[src/rtl/frogger_game_seq_if.sv]
// -----------------------------------------------------------------------------
// frogger_game_seq_if
//
// Bundles the game sequencer's player/collision inputs and its display/HUD
// outputs. Clock and reset are not part of the bundle.
//
//   master : drives i_Start, the four direction levels and i_Hazard_Hit;
//            observes frog position, round state, lives, score and level.
//   slave  : the sequencer itself (frogger_game_seq).
//
//   i_Start       start/restart request, level
//   i_Up_Mvt      up request (Y-1), debounced level
//   i_Down_Mvt    down request (Y+1), debounced level
//   i_Left_Mvt    left request (X-1), debounced level
//   i_Right_Mvt   right request (X+1), debounced level
//   i_Hazard_Hit  frog tile overlaps a car / water this clock
//   o_Frogger_X   frog column
//   o_Frogger_Y   frog row (0 = goal row)
//   o_State       0 IDLE, 1 PLAY, 2 DYING, 3 SCORED, 4 GAME_OVER
//   o_Game_Active high in PLAY, DYING, SCORED
//   o_Death_Flash high throughout DYING
//   o_Lives       remaining lives
//   o_Score       goals reached, saturates at 99
//   o_Level       difficulty level, saturates at 7
// -----------------------------------------------------------------------------
interface frogger_game_seq_if;
  logic       i_Start;
  logic       i_Up_Mvt;
  logic       i_Down_Mvt;
  logic       i_Left_Mvt;
  logic       i_Right_Mvt;
  logic       i_Hazard_Hit;
  logic [5:0] o_Frogger_X;
  logic [5:0] o_Frogger_Y;
  logic [2:0] o_State;
  logic       o_Game_Active;
  logic       o_Death_Flash;
  logic [1:0] o_Lives;
  logic [6:0] o_Score;
  logic [2:0] o_Level;

  modport master (
    output i_Start, i_Up_Mvt, i_Down_Mvt, i_Left_Mvt, i_Right_Mvt, i_Hazard_Hit,
    input  o_Frogger_X, o_Frogger_Y, o_State, o_Game_Active, o_Death_Flash,
           o_Lives, o_Score, o_Level
  );

  modport slave (
    input  i_Start, i_Up_Mvt, i_Down_Mvt, i_Left_Mvt, i_Right_Mvt, i_Hazard_Hit,
    output o_Frogger_X, o_Frogger_Y, o_State, o_Game_Active, o_Death_Flash,
           o_Lives, o_Score, o_Level
  );
endinterface

[src/rtl/frogger_game_seq.sv]
// -----------------------------------------------------------------------------
// frogger_game_seq
//
// Game-level sequencer: owns the frog's tile position and the round state.
// Direction levels are arbitrated (Up > Down > Left > Right) into single-tile
// moves limited by a repeat cooldown; hazard hits end the current life; the
// goal row scores a point and raises the level. Flow:
//   IDLE -> PLAY -> (DYING | SCORED) -> PLAY ... -> GAME_OVER -> PLAY
//
// Ports:
//   i_Clk    system clock
//   i_Rst_L  asynchronous active-low reset
//   bus      frogger_game_seq_if.slave (inputs from the player / collision
//            logic, registered outputs to the frog draw logic and HUD)
// -----------------------------------------------------------------------------
module frogger_game_seq #(
  parameter int GRID_W        = 20,
  parameter int GRID_H        = 15,
  parameter int START_X       = 10,
  parameter int START_Y       = 14,
  parameter int START_LIVES   = 3,
  parameter int MOVE_COOLDOWN = 6250000,
  parameter int DEATH_CYCLES  = 25000000,
  parameter int SCORE_CYCLES  = 12500000
) (
  input  logic               i_Clk,
  input  logic               i_Rst_L,
  frogger_game_seq_if.slave  bus
);

  // Counter widths; a width of at least 1 keeps degenerate parameters legal.
  localparam int CD_W      = (MOVE_COOLDOWN > 1) ? $clog2(MOVE_COOLDOWN) : 1;
  localparam int PHASE_MAX = (DEATH_CYCLES > SCORE_CYCLES) ? DEATH_CYCLES : SCORE_CYCLES;
  localparam int TM_W      = (PHASE_MAX > 1) ? $clog2(PHASE_MAX) : 1;

  localparam logic [5:0]      X_SPAWN    = 6'(START_X);
  localparam logic [5:0]      Y_SPAWN    = 6'(START_Y);
  localparam logic [5:0]      X_LAST     = 6'(GRID_W - 1);
  localparam logic [5:0]      Y_LAST     = 6'(GRID_H - 1);
  localparam logic [1:0]      LIVES_INIT = 2'(START_LIVES);
  localparam logic [CD_W-1:0] CD_RELOAD  = CD_W'(MOVE_COOLDOWN - 1);
  localparam logic [TM_W-1:0] DEATH_LAST = TM_W'(DEATH_CYCLES - 1);
  localparam logic [TM_W-1:0] SCORE_LAST = TM_W'(SCORE_CYCLES - 1);
  localparam logic [6:0]      SCORE_SAT  = 7'd99;
  localparam logic [2:0]      LEVEL_SAT  = 3'd7;

  typedef enum logic [2:0] {
    ST_IDLE      = 3'd0,
    ST_PLAY      = 3'd1,
    ST_DYING     = 3'd2,
    ST_SCORED    = 3'd3,
    ST_GAME_OVER = 3'd4
  } state_e;

  state_e          state_q, state_d;
  logic [5:0]      x_q, x_d;
  logic [5:0]      y_q, y_d;
  logic [1:0]      lives_q, lives_d;
  logic [6:0]      score_q, score_d;
  logic [2:0]      level_q, level_d;
  logic [CD_W-1:0] cd_q, cd_d;       // clocks until the next move may be accepted
  logic [TM_W-1:0] tm_q, tm_d;       // clocks already spent in DYING / SCORED
  logic            active_q, active_d;
  logic            flash_q, flash_d;
  logic            any_dir;

  assign any_dir = bus.i_Up_Mvt | bus.i_Down_Mvt | bus.i_Left_Mvt | bus.i_Right_Mvt;

  // ---------------------------------------------------------------------------
  // Next-state / datapath logic
  // ---------------------------------------------------------------------------
  always_comb begin
    // NOTE: every signal driven here gets a default first, so no path through
    // the case statement can leave a value unassigned and infer a latch.
    state_d = state_q;
    x_d     = x_q;
    y_d     = y_q;
    lives_d = lives_q;
    score_d = score_q;
    level_d = level_q;
    cd_d    = cd_q;
    tm_d    = tm_q;

    case (state_q)
      ST_IDLE: begin
        x_d = X_SPAWN;
        y_d = Y_SPAWN;
        if (bus.i_Start) begin
          // Treated as a fresh game so a recovery into IDLE starts cleanly.
          state_d = ST_PLAY;
          lives_d = LIVES_INIT;
          score_d = '0;
          level_d = '0;
          cd_d    = '0;
          tm_d    = '0;
        end
      end

      ST_PLAY: begin
        if (bus.i_Hazard_Hit) begin
          // A hit wins over everything, including a move in the same clock.
          state_d = ST_DYING;
          lives_d = (lives_q != '0) ? lives_q - 2'd1 : '0;
          tm_d    = '0;
        end else if (y_q == '0) begin
          // Frog sits on the goal row: the round is won, no further moves.
          state_d = ST_SCORED;
          score_d = (score_q >= SCORE_SAT) ? SCORE_SAT : score_q + 7'd1;
          level_d = (level_q == LEVEL_SAT) ? LEVEL_SAT : level_q + 3'd1;
          tm_d    = '0;
        end else if (cd_q == '0) begin
          if (any_dir) begin
            // The cooldown reloads even when the step is blocked by an edge,
            // so pushing into a wall paces itself like a real move.
            cd_d = CD_RELOAD;
            if (bus.i_Up_Mvt) begin
              if (y_q != '0) y_d = y_q - 6'd1;
            end else if (bus.i_Down_Mvt) begin
              if (y_q != Y_LAST) y_d = y_q + 6'd1;
            end else if (bus.i_Left_Mvt) begin
              if (x_q != '0) x_d = x_q - 6'd1;
            end else begin
              if (x_q != X_LAST) x_d = x_q + 6'd1;
            end
          end
        end else begin
          cd_d = cd_q - CD_W'(1);
        end
      end

      ST_DYING: begin
        if (tm_q >= DEATH_LAST) begin
          tm_d = '0;
          if (lives_q == '0) begin
            // Position is left where the frog died, for the game-over screen.
            state_d = ST_GAME_OVER;
          end else begin
            state_d = ST_PLAY;
            x_d     = X_SPAWN;
            y_d     = Y_SPAWN;
            cd_d    = '0;
          end
        end else begin
          tm_d = tm_q + TM_W'(1);
        end
      end

      ST_SCORED: begin
        if (tm_q >= SCORE_LAST) begin
          state_d = ST_PLAY;
          tm_d    = '0;
          x_d     = X_SPAWN;
          y_d     = Y_SPAWN;
          cd_d    = '0;
        end else begin
          tm_d = tm_q + TM_W'(1);
        end
      end

      ST_GAME_OVER: begin
        if (bus.i_Start) begin
          state_d = ST_PLAY;
          lives_d = LIVES_INIT;
          score_d = '0;
          level_d = '0;
          x_d     = X_SPAWN;
          y_d     = Y_SPAWN;
          cd_d    = '0;
          tm_d    = '0;
        end
      end

      default: begin
        // Unused encodings 5..7 fall back to IDLE.
        state_d = ST_IDLE;
        x_d     = X_SPAWN;
        y_d     = Y_SPAWN;
        cd_d    = '0;
        tm_d    = '0;
      end
    endcase
  end

  // Status flags are decoded from the next state so they register together
  // with o_State instead of lagging one clock behind it.
  always_comb begin
    active_d = (state_d == ST_PLAY) || (state_d == ST_DYING) || (state_d == ST_SCORED);
    flash_d  = (state_d == ST_DYING);
  end

  // ---------------------------------------------------------------------------
  // State registers
  // ---------------------------------------------------------------------------
  always_ff @(posedge i_Clk or negedge i_Rst_L) begin
    if (!i_Rst_L) begin
      state_q  <= ST_IDLE;
      x_q      <= X_SPAWN;
      y_q      <= Y_SPAWN;
      lives_q  <= LIVES_INIT;
      score_q  <= '0;
      level_q  <= '0;
      cd_q     <= '0;
      tm_q     <= '0;
      active_q <= 1'b0;
      flash_q  <= 1'b0;
    end else begin
      // NOTE: non-blocking assignments here so every register samples the
      // values computed from the previous clock, independent of statement order.
      state_q  <= state_d;
      x_q      <= x_d;
      y_q      <= y_d;
      lives_q  <= lives_d;
      score_q  <= score_d;
      level_q  <= level_d;
      cd_q     <= cd_d;
      tm_q     <= tm_d;
      active_q <= active_d;
      flash_q  <= flash_d;
    end
  end

  assign bus.o_Frogger_X   = x_q;
  assign bus.o_Frogger_Y   = y_q;
  assign bus.o_State       = state_q;
  assign bus.o_Game_Active = active_q;
  assign bus.o_Death_Flash = flash_q;
  assign bus.o_Lives       = lives_q;
  assign bus.o_Score       = score_q;
  assign bus.o_Level       = level_q;

endmodule

[src/flat_wrapper.sv]
// flat-port wrapper written by rule: the top's interface ports become plain ports
module frogger_game_seq_flat 
#(
  parameter int GRID_W        = 20,
  parameter int GRID_H        = 15,
  parameter int START_X       = 10,
  parameter int START_Y       = 14,
  parameter int START_LIVES   = 3,
  parameter int MOVE_COOLDOWN = 6250000,
  parameter int DEATH_CYCLES  = 25000000,
  parameter int SCORE_CYCLES  = 12500000
)
  (i_Clk, i_Rst_L, bus_i_Start, bus_i_Up_Mvt, bus_i_Down_Mvt, bus_i_Left_Mvt, bus_i_Right_Mvt, bus_i_Hazard_Hit, bus_o_Frogger_X, bus_o_Frogger_Y, bus_o_State, bus_o_Game_Active, bus_o_Death_Flash, bus_o_Lives, bus_o_Score, bus_o_Level);
  frogger_game_seq_if bus_i ();
  input  logic i_Clk;
  input  logic i_Rst_L;
  input wire logic [$bits(bus_i.i_Start)-1:0] bus_i_Start;
  input wire logic [$bits(bus_i.i_Up_Mvt)-1:0] bus_i_Up_Mvt;
  input wire logic [$bits(bus_i.i_Down_Mvt)-1:0] bus_i_Down_Mvt;
  input wire logic [$bits(bus_i.i_Left_Mvt)-1:0] bus_i_Left_Mvt;
  input wire logic [$bits(bus_i.i_Right_Mvt)-1:0] bus_i_Right_Mvt;
  input wire logic [$bits(bus_i.i_Hazard_Hit)-1:0] bus_i_Hazard_Hit;
  output wire logic [$bits(bus_i.o_Frogger_X)-1:0] bus_o_Frogger_X;
  output wire logic [$bits(bus_i.o_Frogger_Y)-1:0] bus_o_Frogger_Y;
  output wire logic [$bits(bus_i.o_State)-1:0] bus_o_State;
  output wire logic [$bits(bus_i.o_Game_Active)-1:0] bus_o_Game_Active;
  output wire logic [$bits(bus_i.o_Death_Flash)-1:0] bus_o_Death_Flash;
  output wire logic [$bits(bus_i.o_Lives)-1:0] bus_o_Lives;
  output wire logic [$bits(bus_i.o_Score)-1:0] bus_o_Score;
  output wire logic [$bits(bus_i.o_Level)-1:0] bus_o_Level;
  assign bus_i.i_Start = bus_i_Start;
  assign bus_i.i_Up_Mvt = bus_i_Up_Mvt;
  assign bus_i.i_Down_Mvt = bus_i_Down_Mvt;
  assign bus_i.i_Left_Mvt = bus_i_Left_Mvt;
  assign bus_i.i_Right_Mvt = bus_i_Right_Mvt;
  assign bus_i.i_Hazard_Hit = bus_i_Hazard_Hit;
  assign bus_o_Frogger_X = bus_i.o_Frogger_X;
  assign bus_o_Frogger_Y = bus_i.o_Frogger_Y;
  assign bus_o_State = bus_i.o_State;
  assign bus_o_Game_Active = bus_i.o_Game_Active;
  assign bus_o_Death_Flash = bus_i.o_Death_Flash;
  assign bus_o_Lives = bus_i.o_Lives;
  assign bus_o_Score = bus_i.o_Score;
  assign bus_o_Level = bus_i.o_Level;
  frogger_game_seq #(.GRID_W(GRID_W), .GRID_H(GRID_H), .START_X(START_X), .START_Y(START_Y), .START_LIVES(START_LIVES), .MOVE_COOLDOWN(MOVE_COOLDOWN), .DEATH_CYCLES(DEATH_CYCLES), .SCORE_CYCLES(SCORE_CYCLES)) u_core (.i_Clk(i_Clk), .i_Rst_L(i_Rst_L), .bus(bus_i));
endmodule
[config.mk]
export PLATFORM = sky130hd
export DESIGN_NAME = frogger_game_seq_flat
export DESIGN_NICKNAME = d
export VERILOG_FILES = /design/src/rtl/frogger_game_seq_if.sv /design/src/rtl/frogger_game_seq.sv /design/src/flat_wrapper.sv
export SDC_FILE = /design/constraint.sdc
export NUM_CORES = 1
export LEC_CHECK = 0
export ABC_AREA = 1
export BUFFER_PORTS_ARGS = -buffer_cell sky130_fd_sc_hd__buf_2
export CAP_MARGIN = 20
export CORE_MARGIN = 8
export CORE_UTILIZATION = 61
export CTS_CLUSTER_DIAMETER = 30
export DETAILED_ROUTE_END_ITERATION = 6
export GPL_ROUTABILITY_DRIVEN = 0
export HOLD_SLACK_MARGIN = 0.02
export PLACE_DENSITY_LB_ADDON = 0.08
export SETUP_SLACK_MARGIN = 0.3
export SLEW_MARGIN = 20
export SYNTH_ARGS = -nofsm -noshare
export SYNTH_HDL_FRONTEND = slang
export SYNTH_SLANG_ARGS = --single-unit
[constraint.sdc]
create_clock -name i_Clk -period 2.55 [get_ports i_Clk]
set_input_delay 0.255 -clock i_Clk [delete_from_list [all_inputs] [get_ports i_Clk]]
set_output_delay 0.255 -clock i_Clk [all_outputs]
set_load 0.05 [all_outputs]
======== Yosys cells after proc, flatten, opt, wreduce, memory -nomap -nowiden ========
Index checks and enable logic that the tools add are counted.
word-level totals
  word-level logic and storage cells ...... 135
  ROM bits ................................ 0
  bits in writable memories ............... 0
  input port bits ......................... 8
  register bits after elaboration ......... 77
  bits in latches ......................... 0
  memories kept ........................... 0
operators by class
  shift operators ......................... 0
  reduce and logical (&&, ||, !) cells .... 17
  divide/modulo/power cells ............... 0
  $lt $le $gt $ge ......................... 3
  $mul .................................... 0
  multiplexer cells ....................... 63
  bitwise gates (word level) .............. 3
  add/subtract/negate cells ............... 9
  equality and inequality tests ........... 30
operator list
  operator                                                              count
  2-to-1 mux 23 bit                                                     8
  2-to-1 mux 6 bit                                                      25
  2-to-1 mux 25 bit                                                     5
  case mux 25 bit (4 select lines)                                      1
  case mux 23 bit (4 select lines)                                      1
  case mux 6 bit (4 select lines)                                       2
  2-to-1 mux 3 bit                                                      10
  2-to-1 mux 7 bit                                                      4
  adder 25 x 1 -> 25 bit (second input constant)                        1
  greater-or-equal comparator 25 x 24 -> 1 bit (second input constant)  1
  greater-or-equal comparator 25 bit (second input constant)            1
  logical NOT 23 bit                                                    1
  subtractor 23 x 1 -> 23 bit (second input constant)                   1
  inequality test 3 x 2 -> 1 bit (second input constant)                6
  inequality test 2 bit (second input constant)                         7
  case mux 7 bit (2 select lines)                                       1
  adder 6 x 1 -> 6 bit (second input constant)                          2
  == test 3 x 2 -> 1 bit (second input constant)                        4
  inequality test 2 x 1 -> 1 bit (second input constant)                6
  case mux 3 bit (4 select lines)                                       1
  AND reduction 12 bit                                                  1
  nonzero test 6 bit                                                    2
  subtractor 6 x 1 -> 6 bit (second input constant)                     2
  AND reduction 11 bit                                                  1
  23 further kinds                                                      31

======== Logic depth before layout (Yosys ltp) ========
  depth after elaboration ................. 10
  gate-level depth with buffers ........... 14
  depth with buffers taken out ............ 14

======== Worst setup path after synthesis ========
Ideal clock, no wire load.
  path kind ............................... reg-to-reg
  start ................................... register u_core.state_q[2] (netlist: u_core.bus.o_State[2])
  end ..................................... register u_core.tm_q[15]
  cell stages (with the launch flop) ...... 13
  required time ........................... 2.430 ns
  period minus slack after synthesis ...... 1.996 ns
  path buffers ............................ 1
  path slack .............................. 0.554 ns
  arrival ................................. 1.876 ns
  library setup time ...................... 0.120 ns
  cell sequence ........................... dfrtp_1 > inv_1 > nand3_2 > inv_1 > buf_2 > nand2_1 > nand2_1 > nand2_1 > nand2_1 > nor3_1 > nand2_1 > o21ai_0 > nor2_1
on the way
  word-level cells in the longest chain between the ends .. 4
  elaborated cells between the ends (all ways) .. 10
  classes of those cells .................. eq/ne (6); mux (1); reduce/logical (3)
RTL lines
  element                                             line                     RTL
  start: declaration                                  frogger_game_seq.sv:55   state_e state_q, state_d;
  start signal: assignment                            frogger_game_seq.sv:209  state_q <= state_d;
  == test 3 bit or logical NOT 3 bit (tied branches)  frogger_game_seq.sv:84   case (state_q)
  OR reduction 2 bit (no line)                        --
  inequality test 2 x 1 -> 1 bit (no line)            --
  AND reduction 2 bit (no line)                       --
  end signal: assignment                              frogger_game_seq.sv:216  tm_q <= tm_d;
  end: declaration                                    frogger_game_seq.sv:62   logic [TM_W-1:0] tm_q, tm_d;
Parallel ways exist; a longest one is shown, timed or not.
A chain may end at the register's enable or synchronous reset.

======== Worst setup path after layout ========
  start ................................... register u_core.cd_q[0]
  end ..................................... register u_core.cd_q[16]
on the way
  word-level cells in the longest chain between the ends .. 5
  elaborated cells between the ends (all ways) .. 8
  classes of those cells .................. add/sub (1); eq/ne (1); mux (4); reduce/logical (2)
RTL lines
  element                                                            line                                              RTL
  start: declaration                                                 frogger_game_seq.sv:61                            logic [CD_W-1:0] cd_q, cd_d;
  start signal: assignment                                           frogger_game_seq.sv:202                           cd_q <= '0;
  start signal: assignment                                           frogger_game_seq.sv:215                           cd_q <= cd_d;
  subtractor 23 x 1 -> 23 bit or logical NOT 23 bit (tied branches)  frogger_game_seq.sv:127, frogger_game_seq.sv:111
  2-to-1 mux 23 bit                                                  frogger_game_seq.sv:111                           end else if (cd_q == '0) begin
  2-to-1 mux 23 bit                                                  frogger_game_seq.sv:105                           end else if (y_q == '0) begin
  2-to-1 mux 23 bit                                                  frogger_game_seq.sv:100                           if (bus.i_Hazard_Hit) begin
  case mux 23 bit (4 select lines)                                   frogger_game_seq.sv:84
Parallel ways exist; a longest one is shown, timed or not. The select of a mux whose other input is x is not followed.

==> flow_summary.yaml <==
clock_network:
  clock_sinks: 77
  numCtsBuffers: 9
  clk_pin_slew_worst_paths_ns: 0.09
  cts_tree: "built"
  clock_path_buffers: 2
  insertion_delay_ns: 0.35
  root_buffer: "clkbuf_8"
  hold_buffers: 0
  htree_levels: 3
power_and_ir_drop:
  total_power_mw: 8.072
  p_int_mw: 3.751
  p_comb_share_pct: 61.9
  seqPwrFrac_pct: 24.2
  leakagePower_nw: 2.932
  p_clk_share_pct: 13.9
  p_switching_mw: 4.321
  ir_drop_mv: 0.8002
  switching_share_pct: 53.53
  power_density_nw_per_um2: 1381
global_routing:
  grt_use_total_pct: 22.58
  grt-ovfl-total: 0
  grt_pass1_vias: 4766
  grt_max_degree: 78
  grt_antenna_before_repair: 0
  grt_pass1_wl_um: 21750
place:
  numPortBuffers: 36
  place_inst: 900
  dp_hpwl_um: 9710
  placed_area_sq_um: 5522
yosys:
  yosysMostFrequentCell: "nand2_1"
  synthesis.nets: 784
  synthFlopType: "dfrtp_1"
  synth_common_cells: "nand2_1, nor2_1, inv_1"
  avgSynthCellArea_sq_um: 6.859
  yosysWarnings: 0
  synth_cell_type_count: 41
  synthCells: 762
  synth_area_leaders: "dfrtp_1, nand2_1, nor2_1, inv_1, nand3_1"
  yosys_register_bits: 77
  yosysTopAreaCellShare_pct: 33.52
  synth_largest_area_cell: "dfrtp_1"
  async_flop_share_pct: 100.0
  ys_seq_area_share_pct: 37.04
  syn-cell-area_sq_um: 5226
  synth_edf_count: 0
min_path:
  worst_hold_path_type: "in2async"
layout:
  syn2layout_area_growth_pct: 11.83
  drive_above_1_share_pct: 13.73
  layout.cells.non_filler: 921
  final_cell_area_sq_um: 5844
  num_antenna_cells: 0
  nets: 833
sta:
  finalSetupTns_ns: 0
  setup_viol: 0
  hold_viol_final: 0
  clock.fmax_mhz: 477.2
  fin_skew_ns: 0.009559
  period_needed_ns: 2.095
  worst_pin_slew_ns: 0.9667
  rsz0062_at_grt: "yes"
  finalMaxSlewViolations: 0
  whs_ns: 0.06285
  fin_crit_sh_pct: 82.17
  slew_headroom_pct: 35.55
critical_path:
  critPathTopFamily: "simple AND/OR/NAND/NOR gates"
  cp_slowest_stage_delay_ns: 0.38
  critPathRequiredTime_ns: 2.79
  path_buf_inv: 2
  crit_fanout: 18
  critPathMostFrequentCell: "nand2_1"
  cpMaxStageDelayCell: "dfrtp_1"
  start_kind: "register"
  criticalPathCategory: "reg2reg"
  cp_cell_sequence: "inv_1, ha_2, nand2_1, nor2_4, nand4_1, nor2_2, nand2_1, nand3_4, nor2_4, buf_12, nand2_1, o21ai_1"
  cp.arrival_ns: 2.33
  end_kind: "register"
detailed_routing:
  final_antenna_net_count: 0
  routed-via-count: 5120
  routed_wl_um: 13410
  dr.pass1.iters: 5
  wl_per_cell_um: 14.55
  drtIter0Drc: 325
  drcViolationCount: 0
  via_per_inst: 5.559
die:
  dieHeight_um: 108.6
  dieArea_sq_um: 11790
  pin_count: 37
  die_w_um: 108.6
  core_sq_um: 8258
  start_util_pct: 63.29
  rows: 33
job:
  drv_cap: 0
run_status:
  outcome: "completed"
==> area by class of cell <==
type	count	area, sq um
multi-input combinational	590	2942
fill	704	2414
sequential	77	1936
inverter	87	326.6
timing repair buffer	46	270.3
tap	105	131.4
clock buffer	10	127.6
clock inverter	6	111.4
==> worst paths after layout <==
check	from	to	slack [ns]	depth (start not counted)
min	i_Rst_L	u_core.tm_q[15]$_DFFE_PN0P_	0.06	1
max	u_core.cd_q[0]$_DFFE_PN0P_	u_core.cd_q[16]$_DFFE_PN0P_	0.45	12
min reg2reg	u_core.cd_q[22]$_DFFE_PN0P_	u_core.cd_q[22]$_DFFE_PN0P_	0.49	2
max reg2reg	u_core.cd_q[0]$_DFFE_PN0P_	u_core.cd_q[16]$_DFFE_PN0P_	0.45	12
max in group asynchronous	i_Rst_L	u_core.cd_q[1]$_DFFE_PN0P_	1.87	1
min in group i_Clk	bus_i_Start	u_core.bus.o_Level[2]$_DFFE_PN0P_	0.31	4
==> through the flow <==
step                worst slack (ns)  util [%]
global route                  0.2910     70.77
finish                        0.4546     70.77
floorplan                     0.5541         -
detailed placement            0.2923     66.86
CTS                           0.3756     69.94
global placement              0.3239     66.86
==> layer usage <==
layer	global-route usage [%]	routed length, um
met1	29.71	5817
met2	36.31	6481
met3	4.045	873
met4	8.504	234
met5	0	0
==> cells by family (layout without fill, tap and decap cells) <==
group | Yosys count | in the layout | synth area share (%)
and+or+nand+nor | 469 | 470 | 39.31
buffers and inverters | 96 | 149 | 7.469
AOI/OAI and AO/OA | 82 | 82 | 8.523
DFF | 77 | 77 | 37.04
xor gates and xnor gates | 24 | 24 | 4.022
adders and majority gates | 14 | 14 | 3.639
==> worst reg2reg max path: cells and delay by family (launching register included) <==
| kind | cells | cell delay, ns |
|---|---|---|
| AND/OR/NAND/NOR | 8 | 1.07 |
| AO/OA/AOI/OAI | 1 | 0.05 |
| adder cells (fa/ha/maj) | 1 | 0.22 |
| buffers and inverters | 2 | 0.26 |
| flip-flops | 1 | 0.38 |
==> power by group through the flow <==
| stage | Sequential, mW | Clock [mW] | Combinational [mW] |
|---|---|---|---|
| finish | 1.96 | 1.12 | 5.00 |
| global route | 2.01 | 1.18 | 5.53 |
| CTS | 1.95 | 1.13 | 4.70 |
| detailed placement | 1.97 | 0 | 4.64 |
| global placement | 1.95 | 0 | 4.51 |
| floorplan | 2.48 | 0 | 3.10 |
==> registers in the layout (all words and copies together) (netlist names) <==
signal                    cells
u_core.tm_q                  25
u_core.cd_q                  23
u_core.bus.o_Score            7
u_core.bus.o_Frogger_X        6
u_core.bus.o_Frogger_Y        6
u_core.bus.o_Level            3
u_core.bus.o_State            3
u_core.bus.o_Lives            2
u_core.bus.o_Death_Flash      1
u_core.bus.o_Game_Active      1
==> layout by cell type, fill, tap and decap left out, types with 2 or more instances in the layout <==
cell	netlist	final
nand2_1	226	225
nor2_1	131	129
inv_1	79	79
dfrtp_1	70	70
nand3_1	41	41
buf_2	3	35
a21oi_1	32	32
nor3_1	22	22
xor2_1	22	22
o21ai_0	20	20
o21ai_1	14	14
ha_1	12	11
nand4_1	10	10
buf_4	1	10
clkbuf_8	0	9
inv_2	8	8
nand3_2	10	8
dfstp_2	7	7
nor2_2	3	5
o22ai_1	5	5
nor2_4	4	5
nand2_2	4	4
nand3b_1	4	4
or2_2	4	4
o21bai_1	4	4
a22oi_1	3	3
bufinv_16	0	3
a21oi_2	2	2
nand2_4	1	2
or2_1	2	2
nand3_4	0	2
xnor2_1	2	2
fa_1	2	2
==> repair_timing <==
| item | CTS | global route |
|---|---|---|
| endpoints found under the setup margin | 6 | 51 |
| pin swaps | 2 | 2 |
| gates resized for setup | 0 | 7 |
| gates cloned | 0 | 1 |
| setup buffers | 2 | 2 |
Power figures use the tool's default switching activity.
